==> src/rtl/i2s_tx_sequencer.sv <==
// I2S transmit sequencer: turns divider toggle pulses into codec pins and
// serialises held stereo pairs MSB-first with the one-bit I2S delay.
module i2s_tx_sequencer #(
    parameter int DATA_W = 16
) (
    input  logic              clk,
    input  logic              reset,
    input  logic              enable,
    input  logic              mclk_pulse,
    input  logic              lrck_pulse,
    input  logic              sclk_pulse,
    input  logic [DATA_W-1:0] left_data,
    input  logic [DATA_W-1:0] right_data,
    input  logic              sample_valid,
    output logic              sample_ready,
    output logic              codec_mclk,
    output logic              codec_lrck,
    output logic              codec_sclk,
    output logic              codec_sdata,
    output logic              underflow,
    output logic              busy
);

    localparam int CW = $clog2(DATA_W + 1);

    typedef enum logic [1:0] {
        IDLE = 2'd0,
        ARM  = 2'd1,
        RUN  = 2'd2
    } state_t;

    state_t state;
    state_t state_next;

    logic              hold_full;
    logic [DATA_W-1:0] hold_left;
    logic [DATA_W-1:0] hold_right;
    logic [DATA_W-1:0] shreg;
    logic [DATA_W-1:0] right_hold;
    logic [CW-1:0]     bitcnt;
    logic              lrck_pend;

    logic active;
    logic fall;
    logic bnd;
    logic to_left;
    logic load;
    logic capture;

    assign active  = (state != IDLE) && enable;
    assign fall    = active && sclk_pulse && codec_sclk;
    assign bnd     = fall && (lrck_pend || lrck_pulse);
    assign to_left = bnd && codec_lrck;
    assign load    = to_left && hold_full;
    assign capture = sample_valid && !hold_full;

    assign sample_ready = !hold_full;

    always_ff @(posedge clk or posedge reset) begin
        if (reset) begin
            state <= IDLE;
        end else begin
            state <= state_next;
        end
    end

    always_comb begin
        state_next = state;
        unique case (state)
            IDLE: if (enable) state_next = ARM;
            ARM: begin
                if (!enable) state_next = IDLE;
                else if (bnd) state_next = RUN;
            end
            RUN: if (!enable) state_next = IDLE;
            default: state_next = IDLE;
        endcase
    end

    always_comb begin
        busy = (state == RUN);
    end

    // Capture and a left-boundary load are exclusive: capture needs an empty register.
    always_ff @(posedge clk or posedge reset) begin
        if (reset) begin
            hold_full  <= 1'b0;
            hold_left  <= '0;
            hold_right <= '0;
        end else begin
            if (capture) begin
                hold_left  <= left_data;
                hold_right <= right_data;
            end
            if (capture) hold_full <= 1'b1;
            else if (load) hold_full <= 1'b0;
        end
    end

    always_ff @(posedge clk or posedge reset) begin
        if (reset) begin
            codec_mclk  <= 1'b0;
            codec_lrck  <= 1'b0;
            codec_sclk  <= 1'b0;
            codec_sdata <= 1'b0;
            underflow   <= 1'b0;
            shreg       <= '0;
            right_hold  <= '0;
            bitcnt      <= '0;
            lrck_pend   <= 1'b0;
        end else begin
            underflow <= to_left && !hold_full;
            if (state == IDLE) begin
                codec_mclk  <= 1'b0;
                codec_lrck  <= enable;
                codec_sclk  <= 1'b0;
                codec_sdata <= 1'b0;
                lrck_pend   <= 1'b0;
            end else if (!enable) begin
                codec_mclk  <= 1'b0;
                codec_lrck  <= 1'b0;
                codec_sclk  <= 1'b0;
                codec_sdata <= 1'b0;
                lrck_pend   <= 1'b0;
            end else begin
                if (mclk_pulse) codec_mclk <= !codec_mclk;
                if (sclk_pulse) codec_sclk <= !codec_sclk;
                if (bnd) begin
                    codec_lrck  <= !codec_lrck;
                    lrck_pend   <= 1'b0;
                    codec_sdata <= 1'b0;
                    bitcnt      <= '0;
                    if (to_left) begin
                        shreg      <= hold_full ? hold_left : '0;
                        right_hold <= hold_full ? hold_right : '0;
                    end else begin
                        shreg <= right_hold;
                    end
                end else begin
                    if (lrck_pulse) lrck_pend <= 1'b1;
                    if (fall) begin
                        if (state == RUN && bitcnt < CW'(DATA_W)) begin
                            codec_sdata <= shreg[DATA_W-1];
                            shreg       <= shreg << 1;
                            bitcnt      <= bitcnt + CW'(1);
                        end else begin
                            codec_sdata <= 1'b0;
                        end
                    end
                end
            end
        end
    end

endmodule

==> config.mk <==
export PLATFORM = sky130hd
export DESIGN_NAME = i2s_tx_sequencer
export DESIGN_NICKNAME = d
export VERILOG_FILES = /design/src/rtl/i2s_tx_sequencer.sv
export SDC_FILE = /design/constraint.sdc
export NUM_CORES = 1
export LEC_CHECK = 0
export BUFFER_PORTS_ARGS = -buffer_cell sky130_fd_sc_hd__buf_4
export CORE_UTILIZATION = 45
export DETAILED_ROUTE_END_ITERATION = 6
export PLACE_DENSITY = 0.65
export REMOVE_ABC_BUFFERS = 1
export SETUP_SLACK_MARGIN = 0.3
export SYNTH_ARGS = -nofsm -noshare
export SYNTH_HDL_FRONTEND = slang
export SYNTH_SLANG_ARGS = --single-unit
==> constraint.sdc <==
create_clock -name clk -period 3 [get_ports clk]
set_clock_uncertainty 0.2 [all_clocks]
set_input_delay 0 -clock clk [delete_from_list [all_inputs] [get_ports clk]]
set_output_delay 0 -clock clk [all_outputs]
set_load 0.01 [all_outputs]
# After elaboration in Yosys (flattened, before gate mapping)
# Index checks and enable logic that the tools add are counted.
# op_classes
n_addsub	1
magnitude_cmp	1
eq_ne	10
muxes	34
bitwise	1
reduce_logical	22
# op_table
operator	count
16-bit two-way mux	6
1-bit two-way mux	20
5-bit two-way mux	3
1-bit logical AND	9
3-bit by 1-bit != test with 1-bit output (second input constant)	3
2-bit two-way mux	4
4-bit by 1-bit != test with 1-bit output (second input constant)	2
4-bit AND reduction	2
2-bit nonzero test	4
2-bit one-hot mux with 3 select lines	1
5-bit by 1-bit adder with 5-bit output (second input constant)	1
5-bit < comparator (second input constant)	1
1-bit logical NOT	4
2-bit != test (second input constant)	2
3-bit != test (second input constant)	1
3-bit AND reduction	1
2-bit by 1-bit == test with 1-bit output (second input constant)	1
2-bit == test (second input constant)	1
2-bit logical NOT	1
1-bit logical OR	1
1-bit inverter	1
# word_totals
ff_bits	78
input_bits	39
out_inout_bits	7
wordCells	82

# Depth between registers and ports, before layout
# Gate-level depths: netlist of the first run.
# depth
ltp_word	9
mapped_depth	7

# Least setup slack after synthesis of the first run
# Ideal clock, no wire load.
# synth_timing
kind	reg2reg
startpoint	register state[1]
endpoint	register bitcnt[3]
setup_time_ps	66
t_arrival_ps	1451
path_slack_ps	1283
stages_incl_launch_ff	6
n_path_buf	1
synth_period_minus_slack_ps	1717
path_cell_list	dfrtp_1 buf_2 o2111ai_1 nor2_1 or4_1 nand2_1
# synth_via
elab_chain_cells	7
elab_cells_between_ends	13
classes_between	1 x eq/ne; 1 x mux; 1 x bitwise; 10 x reduce/logical
# synth_lines
item	line	text
start, declared	32	state_t state;
start signal, assigned	63	state <= state_next;
2-bit nonzero test	50	assign active = (state != IDLE) && enable;
1-bit logical AND	50	
1-bit logical AND (2 in a row)	51	assign fall = active && sclk_pulse && codec_sclk;
1-bit logical AND	52	assign bnd = fall && (lrck_pend || lrck_pulse);
2-bit nonzero test (no line)	n/a	
4-bit AND reduction (no line)	n/a	
end signal, assigned	145	bitcnt <= bitcnt + CW'(1);
end, declared	40	logic [CW-1:0] bitcnt;
# Several ways; a longest one is shown, not always the timed one.
# A chain may end at the register's enable or synchronous reset.

# Worst setup path in the final report of the first run
# Ends and elaborated chain as after synthesis.

==> results.yml, run 1 <==
timing:
  layout_setup_ws_ps: 857.9
  drv_slew: 0
  hold_viol_final: 0
  min_period_ps: 2142
  setup_viol: 0
  worst_pin_slew_ps: 901.3
  finalSetupTns_ps: 0
  post-route-period-util_pct: 71.40
  fmax_mhz: 466.8
  rsz0062_at_grt: "false"
  max_slew_margin_pct: 39.91
power:
  ir_worst_vdd_v: 0.0004107
  finalPower_mw: 2.942
  power_leakage_nw: 1.974
  p_per_area_mw_per_mm2: 678.3
cells_and_area:
  multiInputGateArea_mm2: 0.001260
  mostFrequentLayoutCell: "dfrtp_1"
  syn2layout_area_growth_pct: 31.04
  nFillCells: 580
  num_antenna_cells: 0
  seq_area_mm2: 0.001952
  mostFrequentLayoutCells: "dfrtp_1 (78), nand2_1 (53), buf_4 (52), dlygate4sd3_1 (38), mux2_2 (32)"
  drive_gt1_share_pct: 27.15
  nNetsFinal: 419
logic_synthesis:
  synthArstFlopShare_pct: 100.0
  synth_edf_count: 0
  syn_avg_cell_area_um2: 11.14
  ys_ff_latch: 78
  ys_types: 39
  synth_top_area_cell: "dfrtp_1"
  synthTopCellsByArea: "dfrtp_1 (59%), mux2_2 (11%), nand2_1 (6.0%)"
  synthFlopType: "dfrtp_1"
  synthCells: 297
  yosys.area.top_type_share_pct: 58.98
  netlist_area_mm2: 0.003309
  ys_seq_area_share_pct: 58.98
  yosys_warnings: 0
setup_path:
  cp.arrival_ps: 2230
  cp-end-kind: "flip-flop"
  crit_path_start_kind: "flip-flop"
  crit_type: "flip-flop to flip-flop"
  cp_cell_sequence: "o2111a_1 -> o21ai_2 -> or4_1 -> nand2_1"
  slowest_stage: "or4_1"
  critPathBufInv: 0
  cp.required_ps: 3090
  cp_max_fo: 24
  cpPeakStageDelay_ps: 570
  path_delay_family: "compound AO/OA/AOI/OAI gates"
grt:
  grt_pass1_vias: 2461
  grt-ovfl-total: 0
  grt_use_total_pct: 19.94
  grt_pass1_wl_um: 11540
  antenna_found_initial: 0
  grt_max_degree: 35
place:
  gp_congestion: 0.7381
  dp_slack_ps: 876.8
  dp_hpwl_um: 4265
  portBuffers: 45
floorplanning:
  die_area_mm2: 0.007701
  start_util_pct: 47.66
  row_count: 30
  die_x_um: 87.76
  ios: 46
  die_h_um: 87.76
  core-area_mm2: 0.006944
drt:
  first_pass_iters: 4
  vias: 2490
  vias_per_cell: 5.198
  drc: 0
  wirelength_um: 6700
  wl_per_cell_um: 13.99
  ant_nets: 0
  drt_iter0_drc: 155
cts:
  clock_latency_ps: 350
  cts_tree: "built"
  clock_sinks: 78
  htreeDepth: 3
  clk_path_buf_depth: 2
  cts_root_buf: "clkbuf_8"
  cts_buffers: 9
  clk_pin_slew_ps: 80
  post_cts_buffers: 0
min_path:
  hold_class: "primary input to asynchronous set/reset pin"
job:
  max_cap_violations: 0
run_status:
  status: "finished clean"
==> synth_stat cells, types with 3 or more instances <==
cell type  instances
clkbuf_1           7
nor2_1            24
a21oi_1            7
dfrtp_1           78
o21ai_1            9
buf_2             11
o31ai_1            8
o21ai_0           18
nand2_1           53
and3_1             3
xnor2_1            3
mux2_2            32
a221oi_1           6
a221o_1            5
==> area by class of cell <==
class | instances | area share (%)
clock buffer | 12 | 3.578
clock inverter | 3 | 1.558
inverter | 3 | 0.2597
multi-input combinational | 197 | 29.05
sequential | 78 | 45.01
tap | 96 | 2.770
timing repair buffer | 90 | 17.77
==> cells by family after synthesis <==
kind of cell	count (synthesis)	synth area share, %
AO/OA/AOI/OAI	69	14.03
adder cells (fa/ha/maj)	1	0.3780
AND/OR/NAND/NOR	91	11.65
XOR/XNOR	4	1.059
buffers and inverters	22	3.025
flip-flops	78	58.98
multiplexers	32	10.89
==> metal layers <==
layer  part of all wire (%)  GRT usage, %
met4                    1.8         8.197
met1                     47         27.48
met3                    4.4         4.336
met5                      0             0
met2                     47         30.80
==> power breakdown <==
| part | leakage (nW) | total (mW) | switching (mW) | internal, mW |
|---|---|---|---|---|
| clock | 0.109 | 0.878 | 0.368 | 0.510 |
| combinational | 0.867 | 0.573 | 0.226 | 0.347 |
| sequential | 0.998 | 1.49 | 0.159 | 1.33 |
| total | 1.97 | 2.94 | 0.753 | 2.19 |
==> final timing paths <==
| kind | startpoint | to | slack, ps | cells past startpoint |
|---|---|---|---|---|
| max in group asynchronous | reset | shreg[15] | 1690 | 4 |
| hold / removal | reset | codec_mclk | 120 | 3 |
| hold reg to reg | right_hold[5] | right_hold[5] | 280 | 2 |
| setup / recovery | state[1] | bitcnt[3] | 860 | 4 |
| min in group clk | sample_valid | hold_full | 180 | 4 |
| setup reg to reg | state[1] | bitcnt[3] | 860 | 4 |
==> worst min-delay path: cells and delay by family <==
kind	cells	cell delay, ps
buffers and inverters	3	1170
==> metrics by stage <==
step | hold WS, ps | instance area, um^2 | util (%) | std cells
after global routing | 197.9 | 4337 | 62.45 | 479
after floorplan | -77.86 | 3221 | - | 278
final | 117.7 | 4337 | 62.45 | 479
after CTS | 148.3 | 4337 | 62.45 | 479
after detailed placement | -36.86 | 3734 | 53.77 | 426
after global placement | -30.77 | 3734 | 53.77 | 426
==> state kept, by name, indices dropped and copies added, names as in the netlist <==
name         cells
state            2
codec_sclk       1
codec_lrck       1
hold_left       16
codec_sdata      1
codec_mclk       1
bitcnt           5
hold_full        1
right_hold      16
hold_right      16
underflow        1
lrck_pend        1
shreg           16
==> what timing repair did <==
action / 4_1_cts / 5_1_grt
hold buffers: 38 / 0
hold endpoints to repair: 75 / 0
gates resized for setup: 0 / 0
Note: power is estimated with default switching activity, not from simulation.
==> inputs of run 2 (changes only) <==
--- a/config.mk
+++ b/config.mk
@@ -8,7 +8,7 @@
 export BUFFER_PORTS_ARGS = -buffer_cell sky130_fd_sc_hd__buf_4
 export CORE_UTILIZATION = 45
 export DETAILED_ROUTE_END_ITERATION = 6
-export PLACE_DENSITY = 0.65
+export PLACE_DENSITY = 0.68
 export REMOVE_ABC_BUFFERS = 1
 export SETUP_SLACK_MARGIN = 0.3
 export SYNTH_ARGS = -nofsm -noshare
==> constraint.sdc (replaced) <==
create_clock -name clk -period 1.8 [get_ports clk]
set_clock_uncertainty 0.2 [all_clocks]
set_input_delay 0 -clock clk [delete_from_list [all_inputs] [get_ports clk]]
set_output_delay 0 -clock clk [all_outputs]
set_load 0.01 [all_outputs]
==> run 2 against run 1 <==
Effect of this change: fmax grew 30%; power is 77% higher; first-iteration DRC count increased by 6.5%; clock power up 45%; setup slack lost 700 ps; non-clock buffer count up 26; design area grew 13%.
==> results.yml, run 2 (synthesized netlist as in run 1, its figures left out) <==
run_status:
  status: "finished clean"
cts:
  cts_root_buf: "clkbuf_8"
  clk_path_buf_depth: 2
  cts_buffers: 9
  clock_sinks: 78
  clk_pin_slew_ps: 80
  cts_tree: "built"
  htreeDepth: 3
  clock_latency_ps: 350
setup_path:
  cp_max_fo: 7
  reg2regPathDepth: 4
  cp.required_ps: 1880
  cp.arrival_ps: 1730
  crit_type: "flip-flop to flip-flop"
  cp-end-kind: "flip-flop"
  crit_path_start_kind: "flip-flop"
drt:
  first_pass_iters: 4
  wirelength_um: 8674
  ant_nets: 0
  wl_per_cell_um: 17.14
  vias_per_cell: 5.423
  drc: 0
  drt_iter0_drc: 165
  vias: 2744
floorplanning:
  core-area_mm2: 0.006944
  row_count: 30
  die_area_mm2: 0.007701
  start_util_pct: 47.66
  die_x_um: 87.76
  die_h_um: 87.76
  ios: 46
power:
  p_per_area_mw_per_mm2: 1060
  p_int_mw: 3.748
  power.switching_mw: 1.465
  finalPower_mw: 5.213
  p_comb_share_pct: 26.6
  clock_power_share_pct: 24.4
  power_leakage_nw: 2.281
  ir_worst_vdd_v: 0.0006661
  switching_share_pct: 28.10
  seqPwrFrac_pct: 48.9
grt:
  grt_pass1_vias: 2694
  grt_max_degree: 35
  grt_use_total_pct: 21.39
  grt-ovfl-total: 0
  grt_pass1_wl_um: 12450
  antenna_found_initial: 0
job:
  max_cap_violations: 0
timing:
  hold_viol_final: 0
  setup_viol: 0
  post-route-period-util_pct: 91.37
  rsz0062_at_grt: "true"
  drv_slew: 0
  fmax_mhz: 608.0
  worst_pin_slew_ps: 571.6
  max_slew_margin_pct: 61.83
  min_period_ps: 1645
  holdWs_ps: 47.77
min_path:
  holdPathStages: 4
  hold_class: "primary input to flip-flop"
place:
  placed_area_mm2: 0.003874
  gp_congestion: 0.7971
  portBuffers: 45
  dp_hpwl_um: 4570
cells_and_area:
  mostFrequentLayoutCell: "dfrtp_1"
  num_antenna_cells: 0
  stdcell_area_mm2: 0.004920
  drive_gt1_share_pct: 39.27
  syn2layout_area_growth_pct: 48.66
  post-route-util_pct: 70.85
  mostFrequentLayoutCells: "dfrtp_1 (74), buf_4 (64), nand2_1 (47), dlygate4sd3_1 (37), mux2_4 (31)"
  nFillCells: 471
  nNetsFinal: 445
[run 2: cell types whose count changed in the layout (fill, tap and decap cells not counted), moves of 6 or more]
| cell | previous run | this run |
|---|---|---|
| nand2_1 | 53 | 47 |
| buf_6 | 0 | 6 |
| mux2_2 | 32 | 1 |
| mux2_4 | 0 | 31 |
| buf_4 | 52 | 64 |
[run 2: final timing paths]
path,slack (ps),from,end
min in group asynchronous,80,reset,codec_mclk
worst max register to register,160,state[0],bitcnt[4]
worst max-delay path,160,state[0],bitcnt[4]
worst min register to register,300,right_hold[6],right_hold[6]
max in group asynchronous,710,reset,hold_right[5]
worst min-delay path,50,sample_valid,hold_left[2]
[run 2: power by group through the flow]
stage                     clock [mW]  combinational (mW)  sequential [mW]
after detailed placement           0               0.948             2.52
after global placement             0               0.911             2.52
after global routing            1.35                1.50             2.61
after floorplan                    0               0.677             2.44
after CTS                       1.28                1.04             2.50
final                           1.27                1.39             2.55
[run 2: through the flow]
| stage | TNS (ps) | setup slack, ps | std cells |
|---|---|---|---|
| final | 0 | 155.3 | 506 |
| after floorplan | -68820 | -1036 | 278 |
| after global routing | 0 | 91.12 | 506 |
| after global placement | 0 | 69.06 | 438 |
| after detailed placement | -266.6 | -60.34 | 438 |
| after CTS | 0 | 182.7 | 498 |
[run 2: metal layers]
layer | GRT usage (%) | part of all wire, % | vias to the layer above
met3 | 3.393 | 3.6 | 18
met1 | 28.53 | 44 | 1398
met5 | 0 | 0 | -
li1 | - | - | 1255
met2 | 33.83 | 50 | 73
met4 | 11.33 | 1.9 | 0
[run 2: area by class of cell]
cell class	instances	area (um^2)	share of cell area, %
tap	96	120.1	2.442
timing repair buffer	116	1109	22.53
inverter	3	11.26	0.2289
multi-input combinational	197	1541	31.33
clock inverter	5	50.05	1.017
sequential	78	1957	39.78
clock buffer	11	131.4	2.670
[run 2: what timing repair did]
| item | CTS | global route |
|---|---|---|
| pin swaps | 10 | 5 |
| hold endpoints to repair | 121 | 0 |
| hold buffers | 37 | 0 |
| setup endpoints to repair | 75 | 74 |
| cloned | 2 | 5 |
| buffers inserted | 5 | 3 |
| resized for setup | 30 | 56 |
[run 2: worst max-delay path, stage by stage (launching register included)]
cell and delay (ps):
dfrtp_2 460, or3b_4 420, a21oi_4 240, a41oi_1 150
nor2_1 110
